[src/rtl/clk_pkg.sv]
// clk_pkg: shared state type, phase-delay helper and clock constants for clk_divider.
package clk_pkg;
    typedef enum logic {PHASE_WAIT, RUN} state_t;
    localparam int CLK_IN_MHZ_DEFAULT = 100;
    // 64-bit intermediate so phase_deg*2*div cannot overflow for large dividers.
    function automatic int phase_cycles(input int phase_deg, input int div);
        return int'((longint'(phase_deg) * 2 * longint'(div)) / 360);
    endfunction
endpackage

[src/rtl/clk_divider_if.sv]
// clk_divider_if: divided clock and lock status bundle driven by clk_divider.
interface clk_divider_if;
    logic clk_out1;
    logic LOCKED;
    modport master (output clk_out1, output LOCKED);
    modport slave (input clk_out1, input LOCKED);
endinterface

[src/rtl/clk_divider.sv]
// clk_divider: fabric counter producing a 50% duty clk_out1 = clk_in/(2*DIVIDER1),
// with an optional startup phase delay and a sticky LOCKED flag.
module clk_divider
    import clk_pkg::*;
#(
    parameter int DIVIDER1 = 5208,
    parameter int BASE_FREQUENCY = CLK_IN_MHZ_DEFAULT,
    parameter int PHASE_SHIFT = 0
) (
    input logic clk_in,
    input logic rst_n,
    clk_divider_if.master bus
);
    localparam int P = phase_cycles(PHASE_SHIFT, DIVIDER1);
    localparam int CW = $clog2(DIVIDER1) + 1;
    localparam int PW = $clog2(P + 1) + 1;
    localparam logic [CW-1:0] CNT_MAX = CW'(DIVIDER1 - 1);
    localparam logic [PW-1:0] PH_MAX = PW'((P > 0) ? P - 1 : 0);
    localparam state_t RST_STATE = (P > 0) ? PHASE_WAIT : RUN;
    if (DIVIDER1 < 1) begin : g_bad_div
        $fatal(1, "clk_divider: DIVIDER1 must be >= 1");
    end
    if (PHASE_SHIFT < 0 || PHASE_SHIFT > 359) begin : g_bad_phase
        $fatal(1, "clk_divider: PHASE_SHIFT must be in 0..359");
    end
    if (BASE_FREQUENCY == 0) begin : g_bad_freq
        $fatal(1, "clk_divider: BASE_FREQUENCY must be nonzero");
    end
    state_t state_q, state_d;
    logic [CW-1:0] cnt_q, cnt_d;
    logic [PW-1:0] ph_q, ph_d;
    logic clk_q, clk_d;
    logic locked_q, locked_d;
    always_ff @(posedge clk_in or negedge rst_n) begin
        if (!rst_n) begin
            state_q  <= RST_STATE;
            cnt_q    <= '0;
            ph_q     <= '0;
            clk_q    <= 1'b0;
            locked_q <= 1'b0;
        end else begin
            state_q  <= state_d;
            cnt_q    <= cnt_d;
            ph_q     <= ph_d;
            clk_q    <= clk_d;
            locked_q <= locked_d;
        end
    end
    // LOCKED latches on the first high-to-low toggle, so it is stable at every later rising edge.
    always_comb begin
        state_d  = state_q;
        cnt_d    = cnt_q;
        ph_d     = ph_q;
        clk_d    = clk_q;
        locked_d = locked_q;
        if (state_q == PHASE_WAIT) begin
            ph_d = ph_q + 1'b1;
            if (ph_q == PH_MAX) begin
                state_d = RUN;
                cnt_d   = '0;
            end
        end else if (cnt_q == CNT_MAX) begin
            cnt_d    = '0;
            clk_d    = ~clk_q;
            locked_d = locked_q | clk_q;
        end else begin
            cnt_d = cnt_q + 1'b1;
        end
    end
    assign bus.clk_out1 = clk_q;
    assign bus.LOCKED   = locked_q;
endmodule

[src/flat_wrapper.sv]
// flat-port wrapper written by rule: the top's interface ports become plain ports
module clk_divider_flat import clk_pkg::*;
#(
    parameter int DIVIDER1 = 5208,
    parameter int BASE_FREQUENCY = CLK_IN_MHZ_DEFAULT,
    parameter int PHASE_SHIFT = 0
)
  (clk_in, rst_n, bus_clk_out1, bus_LOCKED);
  clk_divider_if bus_i ();
  input logic clk_in;
  input logic rst_n;
  output wire logic [$bits(bus_i.clk_out1)-1:0] bus_clk_out1;
  output wire logic [$bits(bus_i.LOCKED)-1:0] bus_LOCKED;
  assign bus_clk_out1 = bus_i.clk_out1;
  assign bus_LOCKED = bus_i.LOCKED;
  clk_divider #(.DIVIDER1(DIVIDER1), .BASE_FREQUENCY(BASE_FREQUENCY), .PHASE_SHIFT(PHASE_SHIFT)) u_core (.clk_in(clk_in), .rst_n(rst_n), .bus(bus_i));
endmodule
[config.mk]
export PLATFORM = sky130hd
export DESIGN_NAME = clk_divider_flat
export DESIGN_NICKNAME = d
export VERILOG_FILES = /design/src/rtl/clk_pkg.sv /design/src/rtl/clk_divider_if.sv /design/src/rtl/clk_divider.sv /design/src/flat_wrapper.sv
export SDC_FILE = /design/constraint.sdc
export NUM_CORES = 1
export LEC_CHECK = 0
export BUFFER_PORTS_ARGS = -buffer_cell sky130_fd_sc_hd__buf_2
export CAP_MARGIN = 25
export CORE_ASPECT_RATIO = 0.75
export CORE_MARGIN = 3
export CORE_UTILIZATION = 40
export CTS_CLUSTER_SIZE = 24
export DETAILED_ROUTE_END_ITERATION = 8
export GPL_TIMING_DRIVEN = 0
export PLACE_DENSITY = 0.58
export SYNTH_ARGS = -nofsm -noshare
export SYNTH_HDL_FRONTEND = slang
export SYNTH_SLANG_ARGS = --single-unit
[constraint.sdc]
create_clock -name clk_in -period 3.6 [get_ports clk_in]
set_input_delay 0.36 -clock clk_in [delete_from_list [all_inputs] [get_ports clk_in]]
set_output_delay 0.36 -clock clk_in [all_outputs]
set_load 0.05 [all_outputs]
==> flow_summary.yaml <==
sta:
  finalHoldViolCount: 0
  rsz0062_at_grt: "no"
  finalSetupTns_ns: 0
  worst_slew_margin_rel_pct: 71.7
  setup_viol: 0
  slew_viol_final: 0
  post-route-min-period_ns: 1.79
  skew_ns: 0.00753
  tightest_slew_ns: 0.424
  fin_hold_ws_ns: 0.471
  fin_crit_sh_pct: 49.7
  fmax_ghz: 0.559
drt:
  drtPass1Iterations: 4
  drt_iter0_markers: 82
  vias_per_cell: 5.55
  vias: 771
  drt.antenna.violating_nets: 0
  wl_per_cell_um: 14.4
  drcViolationCount: 0
  drt_wl_total_um: 2000
yosys:
  synth-seq-area-share_pct: 46.6
  yosysWarnings: 0
  synth_fa_ha_area_share_pct: 1.29
  synthMuxAreaShare_pct: 1.16
  synth_edf_count: 0
  synth.most_common_cell: "dfrtp_1"
  synth_area_leaders: "dfrtp_1 (44%), a31oi_1 (5.8%), nand2_1 (5.0%), and4_1 (3.6%), nand3_1 (3.1%)"
  synth_top_area_share_pct: 43.9
  synth_cell_types: 33
  synth_top_family_by_area: "simple AND/OR/NAND/NOR gates"
  synth-simple-area-share_pct: 23.9
  netlist_area_um2: 970
  synth-async-reset-ratio_pct: 100
  synth.largest_area_cell: "dfrtp_1"
  synth-seq-cells: 18
  syn_nets: 102
  synthXorXnorAreaFrac_pct: 2.71
  synth_compound_area_share_pct: 18.3
  ys.flop_type: "dfrtp_1"
  yosys-top-cells-count: "dfrtp_1 (17), nand2_1 (13), a31oi_1 (9), nand3_1 (6), o21ai_0 (5)"
  syn_inst: 99
  avgSynthCellArea_um2: 9.79
power_and_ir_drop:
  netSwitchingFraction_pct: 21.8
  leakage_uw: 0.000493
  seqPwrFrac_pct: 64.1
  ir_worst_vdd_uv: 202
  combPwrFrac_pct: 1.6
  power_density_nw_per_um2: 297
  power_switching_uw: 68.8
  p_int_uw: 246
  power.clock.fraction_pct: 34.3
layout:
  fin_cells: 139
  fin_util_pct: 49.2
  antennaDiodeCount: 0
  fillers: 201
  fin_area_um2: 1060
  syn_to_final_growth_pct: 9.42
  multi_input_area_um2: 459
  regArea_um2: 452
  nets: 111
  final_layout_size_suffix_gt1_share_pct: 15.9
place:
  gp_congestion: 0.784
  post-dp-hpwl_um: 1310
  io_buffers: 3
  dpl_cell_area_um2: 1020
  numPlacedInstances: 134
clocking:
  clockBufferDepth: 2
  cts.clk_slew.worst_paths_ns: 0.11
  cts_root_buf: "clkbuf_4"
  cts_tree: "done"
  clock_sinks: 18
  cts_setup_buffers: 0
  htree_num_levels: 1
  cts_buffers: 3
  cts_resized: 0
  clkLatencyLatePin_ns: 0.30
  cts_hold_buf: 1
floorplan:
  start_util_pct: 45.0
  die_y_um: 48.6
  num_rows: 14
  die_area_um2: 3060
  core_area_um2: 2150
  io_pins: 4
  die_w_um: 62.9
outcome:
  outcome: "completed"
setup_path:
  criticalPathCategory: "reg -> reg"
  crit_start: "u_core.cnt_q[0]$_DFFE_PN0P_"
  reg2reg_slack_ns: 1.81
  start_kind: "flop"
  cp_data_arrival_time_ns: 1.98
  r2r-start: "u_core.cnt_q[0]$_DFFE_PN0P_"
  path_max_fanout: 6
  endpoint_kind: "flop"
  rr_worst_depth: 6
  r2r-end: "u_core.cnt_q[8]$_DFFE_PN0P_"
  critical_path_required_ns: 3.79
global_routing:
  grt_overflow: 0
  antenna_found_initial: 0
  grt_pass1_wl_um: 3290
  grt_usage_pct: 13.6
  grt_max_degree: 19
  grt_pass1_vias: 663
worst_hold_path:
  whs_path_depth: 1
  hold_path.startpoint: "u_core.bus.LOCKED$_DFFE_PN0P_"
  min_to: "u_core.bus.LOCKED$_DFFE_PN0P_"
  holdCritPathClass: "reg -> reg"
job:
  drv_cap: 0
stage by stage:
step	worst slack (ns)	power (uW)
floorplan	2.08	206
global placement	1.89	211
detailed placement	1.87	211
CTS	1.84	319
global route	1.68	328
finish	1.81	315
kinds of logic (layout without fill, tap and decap cells):
group / count (synthesis) / in the layout
simple gates: 39 / 39
compound gates: 26 / 26
flops: 18 / 18
buf+inv: 11 / 19
xor+xnor: 3 / 3
fa+ha+maj: 1 / 1
mux: 1 / 1
worst max path at each step:
stage / cells after the start / slack, ns / end
3_5_place_dp: 6 / 1.87 / u_core.cnt_q[8]$_DFFE_PN0P_
3_3_place_gp: 6 / 1.89 / u_core.cnt_q[8]$_DFFE_PN0P_
6_report: 6 / 1.81 / u_core.cnt_q[8]$_DFFE_PN0P_
2_1_floorplan: 6 / 2.08 / u_core.cnt_q[8]$_DFFE_PN0P_
4_1_cts: 6 / 1.84 / u_core.cnt_q[8]$_DFFE_PN0P_
5_1_grt: 6 / 1.68 / u_core.cnt_q[8]$_DFFE_PN0P_
power by group through the flow:
stage / Sequential, uW / Combinational [uW] / Clock [uW]
after floorplan: 206 / 0.000226 / 0
after global placement: 206 / 4.49 / 0
after detailed placement: 206 / 4.50 / 0
after CTS: 202 / 5.34 / 111
after global routing: 202 / 5.80 / 120
final: 202 / 5.06 / 108
cell usage in the layout (no fill, tap or decap), types with 3 or more instances in the layout:
cell type,synthesis,routed
buf_2,2,5
nand4_1,3,3
inv_1,3,3
a31oi_1,9,9
nand2_1,13,13
nand3_1,6,6
a21oi_1,4,4
a41oi_1,3,3
clkbuf_4,0,3
clkbuf_1,2,3
and4_1,4,4
o21ai_0,5,5
dfrtp_1,17,17
nor2_1,3,3
sequential cells by signal (all words and copies together) (netlist names):
register and count:
u_core.cnt_q 14, u_core.ph_q 1, u_core.state_q 1, u_core.bus.LOCKED 1, u_core.bus.clk_out1 1
final cells by class:
cell class	instances	share of cell area [%]
Buffer	7	4.13
Clock buffer	4	2.48
Inverter	4	1.42
Multi-Input combinational cell	70	43.3
Sequential cell	18	42.6
Tap cell	32	3.77
Timing Repair Buffer	4	2.36
critical path, cell delays in order (launching register included):
cell and delay [ns]:
dfrtp_1 0.42, ha_1 0.28, and4_1 0.24, clkbuf_1 0.25
nand4_1 0.15, xnor2_1 0.14, a22o_1 0.20
metal layers:
| metal | global-route usage (%) | wire length [um] | vias to the layer above |
|---|---|---|---|
| li1 | - | - | 382 |
| met1 | 21.4 | 1110 | 375 |
| met2 | 18.1 | 810 | 12 |
| met3 | 4.17 | 62 | 2 |
| met4 | 2.20 | 10 | 0 |
| met5 | 0 | 0 | - |
No activity file was read; power rests on OpenSTA's default activity.
